===== src/rtl/gba_io_pkg.sv =====
// rtl/gba_io_pkg.sv - shared widths, state encoding and byte-lane helpers for the compact BRAM path
package gba_io_pkg;

    localparam logic [1:0] DATA_WIDTH_0  = 2'b00;
    localparam logic [1:0] DATA_WIDTH_8  = 2'b01;
    localparam logic [1:0] DATA_WIDTH_16 = 2'b10;
    localparam logic [1:0] DATA_WIDTH_32 = 2'b11;

    localparam int unsigned COMPACT_BRAM_SIZE_DEFAULT = 32'h62080;

    localparam logic [15:0] CART_ERR_DATA = 16'hDEAD;
    localparam logic [31:0] USB_ERR_DATA  = 32'hDEADBEEF;

    typedef enum logic [1:0] {
        ST_IDLE,
        ST_XLATE,
        ST_MEM,
        ST_RESP
    } state_t;

    // Byte a of a word lives in bits [31-8a -: 8], i.e. a right shift by 8*(3-a).
    function automatic logic [7:0] byte_sel(input logic [31:0] w, input logic [1:0] a);
        return 8'(w >> {~a, 3'b000});
    endfunction

    function automatic logic [15:0] cart_rd_fmt(input logic [31:0] w, input logic [1:0] a,
                                                input logic [1:0] width);
        case (width)
            DATA_WIDTH_8:  return {8'h00, byte_sel(w, a)};
            DATA_WIDTH_16: return {byte_sel(w, {a[1], 1'b1}), byte_sel(w, {a[1], 1'b0})};
            default:       return CART_ERR_DATA;
        endcase
    endfunction

    // Write enable bit 3 covers byte 0 ([31:24]), so byte a maps to bit 3-a.
    function automatic logic [3:0] cart_we(input logic [1:0] a, input logic [1:0] width);
        case (width)
            DATA_WIDTH_8:  return 4'b1000 >> a;
            DATA_WIDTH_16: return a[1] ? 4'b0011 : 4'b1100;
            default:       return 4'b0000;
        endcase
    endfunction

    // 16-bit writes put the low byte in the even lane and the high byte in the odd lane.
    function automatic logic [31:0] cart_wdata(input logic [15:0] d, input logic [1:0] width);
        if (width == DATA_WIDTH_8)
            return {4{d[7:0]}};
        return {d[7:0], d[15:8], d[7:0], d[15:8]};
    endfunction

endpackage


===== src/rtl/bram_arbiter.sv =====
// rtl/bram_arbiter.sv - cart/USB sequencer and arbiter for the shared compact BRAM
module bram_arbiter
    import gba_io_pkg::*;
#(
    parameter int unsigned COMPACT_BRAM_SIZE = COMPACT_BRAM_SIZE_DEFAULT,
    parameter int          WORD_AW           = 17,
    parameter int          USB_MAX_WAIT      = 4
) (
    input  logic               clk,
    input  logic               rst_n,
    input  logic               cart_rd,
    input  logic               cart_wr,
    input  logic [25:0]        cart_addr,
    input  logic [1:0]         cart_data_width,
    input  logic [15:0]        cart_wr_data,
    output logic [15:0]        cart_rd_data,
    output logic               cart_rd_valid,
    output logic               cart_wr_ready,
    input  logic               usb_rd,
    input  logic               usb_wr,
    input  logic [25:0]        usb_addr,
    input  logic [31:0]        usb_wr_data,
    output logic [31:0]        usb_rd_data,
    output logic               usb_rd_valid,
    output logic               usb_wr_ready,
    output logic               from_cart,
    output logic               from_usb,
    output logic [25:0]        cart_usb_addr,
    input  logic [18:0]        compact_addr,
    output logic               bram_en,
    output logic [3:0]         bram_we,
    output logic [WORD_AW-1:0] bram_addr,
    output logic [31:0]        bram_wdata,
    input  logic [31:0]        bram_rdata,
    output logic [1:0]         ovf,
    output logic               oor
);

    localparam logic [7:0] MAX_WAIT = 8'(USB_MAX_WAIT);

    state_t      state;
    logic        cart_pend, usb_pend;
    logic [25:0] cart_addr_q, usb_addr_q;
    logic [15:0] cart_wdata_q;
    logic [31:0] usb_wdata_q;
    logic [1:0]  cart_width_q;
    logic        cart_isrd_q, usb_isrd_q;
    logic        serv_usb, serv_rd, serv_oor;
    logic [1:0]  serv_width, serv_off;
    logic [31:0] serv_wdata;
    logic [7:0]  starve;

    logic        cart_take, usb_take, cart_drop, usb_drop;
    logic        cart_req, usb_req, grant_usb, grant_cart, addr_oor;
    logic [25:0] cart_addr_cur, usb_addr_cur;
    logic [15:0] cart_wdata_cur;
    logic [31:0] usb_wdata_cur;
    logic [1:0]  cart_width_cur;
    logic        cart_rd_cur, usb_rd_cur;

    // Request acceptance and arbitration; a fresh pulse can be granted in the cycle it arrives.
    always_comb begin
        cart_take      = (cart_rd | cart_wr) & ~cart_pend;
        usb_take       = (usb_rd | usb_wr) & ~usb_pend;
        cart_drop      = ((cart_rd | cart_wr) & cart_pend) | (cart_rd & cart_wr);
        usb_drop       = ((usb_rd | usb_wr) & usb_pend) | (usb_rd & usb_wr);
        cart_req       = cart_pend | cart_take;
        usb_req        = usb_pend | usb_take;
        grant_usb      = usb_req & (~cart_req | (starve == MAX_WAIT));
        grant_cart     = cart_req & ~grant_usb;
        cart_addr_cur  = cart_pend ? cart_addr_q  : cart_addr;
        cart_wdata_cur = cart_pend ? cart_wdata_q : cart_wr_data;
        cart_width_cur = cart_pend ? cart_width_q : cart_data_width;
        cart_rd_cur    = cart_pend ? cart_isrd_q  : cart_rd;
        usb_addr_cur   = usb_pend  ? usb_addr_q   : usb_addr;
        usb_wdata_cur  = usb_pend  ? usb_wdata_q  : usb_wr_data;
        usb_rd_cur     = usb_pend  ? usb_isrd_q   : usb_rd;
        addr_oor       = 32'(compact_addr) >= COMPACT_BRAM_SIZE;
    end

    // Latch request details for a source that has to wait behind the other one.
    always_ff @(posedge clk or negedge rst_n) begin
        if (!rst_n) begin
            cart_addr_q  <= '0;
            cart_wdata_q <= '0;
            cart_width_q <= '0;
            cart_isrd_q  <= 1'b0;
            usb_addr_q   <= '0;
            usb_wdata_q  <= '0;
            usb_isrd_q   <= 1'b0;
        end else begin
            if (cart_take) begin
                cart_addr_q  <= cart_addr;
                cart_wdata_q <= cart_wr_data;
                cart_width_q <= cart_data_width;
                cart_isrd_q  <= cart_rd;
            end
            if (usb_take) begin
                usb_addr_q  <= usb_addr;
                usb_wdata_q <= usb_wr_data;
                usb_isrd_q  <= usb_rd;
            end
        end
    end

    // Transaction sequencer: IDLE -> XLATE -> MEM -> (RESP) -> IDLE, all outputs registered.
    always_ff @(posedge clk or negedge rst_n) begin
        if (!rst_n) begin
            state         <= ST_IDLE;
            cart_pend     <= 1'b0;
            usb_pend      <= 1'b0;
            starve        <= '0;
            serv_usb      <= 1'b0;
            serv_rd       <= 1'b0;
            serv_oor      <= 1'b0;
            serv_width    <= '0;
            serv_off      <= '0;
            serv_wdata    <= '0;
            cart_rd_data  <= '0;
            cart_rd_valid <= 1'b0;
            cart_wr_ready <= 1'b0;
            usb_rd_data   <= '0;
            usb_rd_valid  <= 1'b0;
            usb_wr_ready  <= 1'b0;
            from_cart     <= 1'b0;
            from_usb      <= 1'b0;
            cart_usb_addr <= '0;
            bram_en       <= 1'b0;
            bram_we       <= '0;
            bram_addr     <= '0;
            bram_wdata    <= '0;
            ovf           <= '0;
            oor           <= 1'b0;
        end else begin
            cart_rd_valid <= 1'b0;
            cart_wr_ready <= 1'b0;
            usb_rd_valid  <= 1'b0;
            usb_wr_ready  <= 1'b0;
            from_cart     <= 1'b0;
            from_usb      <= 1'b0;
            bram_en       <= 1'b0;
            bram_we       <= '0;
            ovf           <= ovf | {usb_drop, cart_drop};
            if (cart_take) cart_pend <= 1'b1;
            if (usb_take)  usb_pend  <= 1'b1;
            case (state)
                ST_IDLE: begin
                    if (grant_usb) begin
                        from_usb      <= 1'b1;
                        cart_usb_addr <= usb_addr_cur;
                        serv_usb      <= 1'b1;
                        serv_rd       <= usb_rd_cur;
                        serv_width    <= DATA_WIDTH_32;
                        serv_wdata    <= usb_wdata_cur;
                        starve        <= '0;
                        state         <= ST_XLATE;
                    end else if (grant_cart) begin
                        from_cart     <= 1'b1;
                        cart_usb_addr <= cart_addr_cur;
                        serv_usb      <= 1'b0;
                        serv_rd       <= cart_rd_cur;
                        serv_width    <= cart_width_cur;
                        serv_wdata    <= {16'h0000, cart_wdata_cur};
                        if (usb_req && (starve != MAX_WAIT)) starve <= starve + 8'd1;
                        state         <= ST_XLATE;
                    end
                end
                ST_XLATE: begin
                    serv_off  <= compact_addr[1:0];
                    serv_oor  <= addr_oor;
                    if (addr_oor) oor <= 1'b1;
                    bram_en   <= 1'b1;
                    bram_addr <= WORD_AW'(compact_addr[18:2]);
                    if (!serv_rd) begin
                        bram_wdata <= serv_usb ? serv_wdata : cart_wdata(serv_wdata[15:0], serv_width);
                        if (!addr_oor)
                            bram_we <= serv_usb ? 4'hF : cart_we(compact_addr[1:0], serv_width);
                    end
                    state <= ST_MEM;
                end
                ST_MEM: begin
                    if (serv_rd) begin
                        state <= ST_RESP;
                    end else begin
                        if (serv_usb) begin
                            usb_wr_ready <= 1'b1;
                            usb_pend     <= 1'b0;
                        end else begin
                            cart_wr_ready <= 1'b1;
                            cart_pend     <= 1'b0;
                        end
                        state <= ST_IDLE;
                    end
                end
                ST_RESP: begin
                    if (serv_usb) begin
                        usb_rd_data  <= serv_oor ? USB_ERR_DATA : bram_rdata;
                        usb_rd_valid <= 1'b1;
                        usb_pend     <= 1'b0;
                    end else begin
                        cart_rd_data  <= serv_oor ? CART_ERR_DATA
                                                  : cart_rd_fmt(bram_rdata, serv_off, serv_width);
                        cart_rd_valid <= 1'b1;
                        cart_pend     <= 1'b0;
                    end
                    state <= ST_IDLE;
                end
                default: state <= ST_IDLE;
            endcase
        end
    end

endmodule


===== config.mk =====
export PLATFORM = sky130hd
export DESIGN_NAME = bram_arbiter
export DESIGN_NICKNAME = d
export VERILOG_FILES = /design/src/rtl/gba_io_pkg.sv /design/src/rtl/bram_arbiter.sv
export SDC_FILE = /design/constraint.sdc
export NUM_CORES = 1
export LEC_CHECK = 0
export CORE_UTILIZATION = 30
export DETAILED_ROUTE_END_ITERATION = 16
export HOLD_SLACK_MARGIN = 0.15
export PLACE_DENSITY = 0.61
export SETUP_SLACK_MARGIN = 0.4
export SLEW_MARGIN = 10
export SYNTH_ARGS = -nofsm -noshare
export SYNTH_HDL_FRONTEND = slang
export SYNTH_SLANG_ARGS = --single-unit

===== constraint.sdc =====
create_clock -name clk -period 1.8 [get_ports clk]
set_input_delay 0.36 -clock clk [delete_from_list [all_inputs] [get_ports clk]]
set_output_delay 0.36 -clock clk [all_outputs]
set_load 0.005 [all_outputs]

# Word-level counts from Yosys, hierarchy flattened
# Cells that the tools add are included.
[op_classes]
addsub = 1
order_cmp = 1
eq_ne = 8
shift = 4
muxes = 61
bitwise = 25
n_reduce_logical = 10
[op_table]
columns = ["op", "n"]
rows = [
  ["32-bit two-way mux", 7],
  ["26-bit two-way mux", 4],
  ["32-bit by 5-bit right shift with 8-bit output", 3],
  ["16-bit two-way mux", 2],
  ["16-bit one-hot mux with 2 select lines", 1],
  ["1-bit two-way mux", 29],
  ["8-bit two-way mux", 3],
  ["4-bit two-way mux", 5],
  ["19-bit >= comparator (second input constant)", 1],
  ["2-bit two-way mux", 6],
  ["2-bit AND reduction", 5],
  ["8-bit by 1-bit adder with 8-bit output (second input constant)", 1],
  ["1-bit AND", 8],
  ["8-bit by 3-bit == test with 1-bit output (second input constant)", 1],
  ["8-bit by 3-bit != test with 1-bit output (second input constant)", 1],
  ["2-bit one-hot mux with 4 select lines", 1],
  ["4-bit one-hot mux with 2 select lines", 1],
  ["1-bit bitwise OR", 7],
  ["2-bit == test (second input constant)", 3],
  ["1-bit inverter", 6],
  ["2-bit inverter", 3],
  ["2-bit by 1-bit == test with 1-bit output (second input constant)", 2],
  ["1-bit one-hot mux with 2 select lines", 2],
  ["2-bit nonzero test", 2],
  ["other kinds (6)", 6],
]
[totals]
regBits = 292
output_inout_bits = 137

# Logic depth before layout (Yosys ltp)
[depth]
word_depth = 11
ltp_mapped = 7
depth_no_buf = 6

# Worst setup path before layout
# No wires, ideal clock.
[synth_path]
path_type = "register to register"
from = "reg starve[4]"
to = "reg cart_usb_addr[18]"
setup_ns = 0.121
t_arrival_ns = 1.575
required_time_ns = 1.679
setup_slack_ns = 0.104
path_stages_with_launch = 7
period_less_slack_ns = 1.696
cell_sequence = "dfrtp_1 > nor4_1 > a41o_1 > buf_2 > buf_2 > a21oi_1 > a22o_1"
[synth_via]
elab_chain_len = 7
elab_cells_between_ends = 8
classes_between = "1 x eq/ne; 1 x mux; 4 x bitwise; 2 x reduce/logical"
[synth_lines]
columns = ["item", "line_no", "text"]
rows = [
  ["from (decl)", "bram_arbiter.sv:51", "logic [7:0] starve;"],
  ["from (signal assigned)", "bram_arbiter.sv:164", "if (usb_req && (starve != MAX_WAIT)) starve <= starve + 8'd1;"],
  ["8-bit by 3-bit == test with 1-bit output (*)", "bram_arbiter.sv:69", "grant_usb = usb_req & (~cart_req | (starve == MAX_WAIT));"],
  ["1-bit bitwise OR (*)", "bram_arbiter.sv:69", ""],
  ["1-bit AND (*)", "bram_arbiter.sv:69", ""],
  ["1-bit inverter", "bram_arbiter.sv:70", "grant_cart = cart_req & ~grant_usb;"],
  ["1-bit AND", "bram_arbiter.sv:70", ""],
  ["2-bit nonzero test (no source line)", "n/a", ""],
  ["2-bit AND reduction (no source line)", "n/a", ""],
  ["to (signal assigned)", "bram_arbiter.sv:150", "cart_usb_addr <= usb_addr_cur;"],
  ["to (signal assigned)", "bram_arbiter.sv:159", "cart_usb_addr <= cart_addr_cur;"],
  ["to (decl)", "bram_arbiter.sv:28", "output logic [25:0] cart_usb_addr,"],
]
# Mark *: on every way between the ends. The rest lies on a longest branch, timed or not.
# A chain may end at the register's enable or synchronous reset.

# Final worst setup path
[layout_path]
from = "reg starve[7]"
to = "reg cart_usb_addr[8]"
# Same word-level chain as after synthesis.

==> metrics.txt <==
outcome finished, final reports clean; vias in the first global route 11482; number of buffers and inverters on the critical path 2; CTS H-tree depth 2; Cells after Synth 1326; CTS max path bufs 3; Placed Area 17400 µm²; number of max-cap violations 0; Worst Skew 21.6 ps; Synth Flop Type dfrtp_1; crit-path cells nor4_4, buf_4, a41o_4, buf_12, a21oi_1, a22o_1; CTS tree yes; min-delay worst type primary input to flop; Layout Cells excl Fill 2383; Final TNS setup 0 ps; FF+latch count, synth 292; period utilization 98.4%; Mapped Area 13100 µm²; dpl cells 2193; first-pass GRT wire length 64800 µm; most numerous cell in the Yosys netlist nand2_1; ys async rst share 100%; Via density 4.93; clock buffer count from CTS 35; die area 44400 µm²; Post-synth EDFFs 0; critical path's slowest cell dfrtp_1; Worst-Margin Slew 453 ps; Startpoint Class flop; routing usage on met3 5.23%; CP max stage delay 410 ps; critical path peak fanout 19; drt initial violations 689; Power Density 1780 nW/µm²; Syn. warnings 0; P&R area growth vs syn 51.8%; share of cells above drive strength 1 31.5%; initial antenna violation count 7; Die Ht 211 µm; Final HPWL DP 29500 µm; Crit. End Element flop; sequential standard cell area 7310 µm²; drt total wl 45900 µm; Vias 11753; port bufs 295; row cnt 76; Slew Viols, Final 0; Tot Pwr 0.0354 W; gr busiest metal met2; fin area 19900 µm²; clock latency on the worst-skew pair 550 ps; synth unique cells 44; post-layout util 46.1%; met1 Usage GRT 23.6%; drt drc 0; initial core utilization 30.4%; maximum vdd drop 0.000931 V; register area share after synthesis 55.9%; drt wl/cell 19.3 µm; leak pwr 9.65 nW; Mean Syn Cell Area 9.87 µm²; GRT Total Usage 18.7%; Layout fillers 4061; hold violation total from the final report 0; nets@finish 1937; first-pass iteration count of the detailed router 5; DRT antenna net count 0; total I/O pin count 296; WP data required 2220 ps; worst rel slew slack 69.7%; RSZ-0062 raised after global routing yes; minimum clock period 1770 ps; Multi-input gate area 6040 µm²; largest net degree at the start of global routing 69; Congestion Overflow GR 0; met2 Track Usage GR 31.1%; critical path type flop to flop; share of the synthesized area in the top cell type 55.9%; Syn Nets 1489; Clock Sinks 292; final RePlAce weighted congestion 0.809; cell family with most CP delay compound AO/OA/AOI/OAI gates; largest cells by area after synthesis dfrtp_1, nand2_1, mux2i_1; fmax 564 MHz; final setup violation count 0; biggest area consumer among synthesized cells dfrtp_1; Core ar. 43100 µm²; Commonest cells post-synth nand2_1, dfrtp_1, o21ai_0; clock root buffer clkbuf_16; WP data arrival 2190 ps; CTS clk-pin slew, worst paths 60 ps; Die Wd 211 µm
-- layout by cell type, fill, tap and decap left out, types with 5 or more instances in the layout --
master,count
dlygate4sd3_1,5
mux2i_2,7
mux2i_1,81
a22o_1,46
clkbuf_8,6
buf_8,7
dfrtp_2,5
buf_6,36
o22ai_1,41
o21ai_0,46
mux2_4,23
dfrtp_1,287
mux2_2,24
nor3_1,5
o21ai_2,29
nor2b_1,8
nand2_1,359
nand2b_1,8
dlymetal6s2s_1,6
buf_12,27
nand2b_4,5
a21oi_2,31
buf_2,124
buf_4,135
clkdlybuf4s50_1,151
inv_1,8
a21oi_1,54
clkbuf_1,10
o21ai_1,62
nand3_1,5
clkbuf_16,47
nor2_1,23
-- per-stage QoR --
step / worst slack (ps) / hold slack (ps)
6_report: 28.2 / 238
5_1_grt: -3.99 / 246
4_1_cts: 79.2 / 308
3_5_place_dp: -274 / 300
3_3_place_gp: -247 / 304
2_1_floorplan: 217 / 64.4
-- registers in the layout, summed over array words and instances (netlist names), 17 cells and up --
register	cells
bram_addr	17
bram_wdata	32
cart_addr_q	26
cart_usb_addr	26
serv_wdata	32
usb_addr_q	26
usb_rd_data	32
usb_wdata_q	32
-- path summary, 6_finish.rpt --
path	from	to	slack [ps]	depth (start not counted)
setup / recovery	starve[7]$_DFFE_PN0P_	cart_usb_addr[8]$_DFFE_PN0P_	30	6
hold / removal	usb_wr	usb_isrd_q$_DFFE_PN0P_	240	2
setup reg to reg	starve[7]$_DFFE_PN0P_	cart_usb_addr[8]$_DFFE_PN0P_	30	6
hold reg to reg	usb_rd_data[30]$_DFFE_PN0P_	usb_rd_data[30]$_DFFE_PN0P_	460	2
max in group asynchronous	rst_n	usb_wdata_q[24]$_DFFE_PN0P_	740	3
min in group asynchronous	rst_n	cart_wdata_q[8]$_DFFE_PN0P_	340	2
-- cell families (layout without fill, tap and decap cells) --
family | count (synthesis) | count (layout) | share of synthesized area [%]
adder cells (fa/ha/maj) | 4 | 4 | 0.383
AO/OA/AOI/OAI | 328 | 328 | 14.6
flip-flops | 292 | 292 | 55.9
AND/OR/NAND/NOR | 448 | 449 | 13.9
buffers and inverters | 108 | 577 | 3.36
multiplexers | 141 | 141 | 11.6
XOR/XNOR | 5 | 5 | 0.335
other | 0 | 2 | 0
-- layout make-up --
class	instances	area share [%]
sequential	292	36.8
multi-input combinational	927	30.4
timing repair buffer	504	23.3
clock buffer	51	5.01
tap	585	3.69
clock inverter	8	0.384
inverter	14	0.378
antenna	2	0.0252
-- where the power goes --
group	leakage, nW	switching, W	internal, W
clock network	0.530	0.00284	0.00398
registers	3.55	0.00203	0.00958
logic	5.57	0.00811	0.00889
total	9.65	0.0130	0.0224
-- repair_timing --
item / 4_1_cts / 5_1_grt
hold buffers: 1 / 4
gates resized for setup: 561 / 248
pin swaps: 1 / 51
gates cloned: 0 / 24
setup buffers: 38 / 62
endpoints found under the hold margin: 262 / 4
setup endpoints to repair: 321 / 370
-- layer usage --
layer | share of wire [%] | vias to the layer above
li1 | - | 5475
met1 | 42 | 5790
met2 | 48 | 409
met3 | 7.8 | 69
met4 | 2.0 | 10
met5 | 0.15 | -
(Power assumes the default switching activity.)
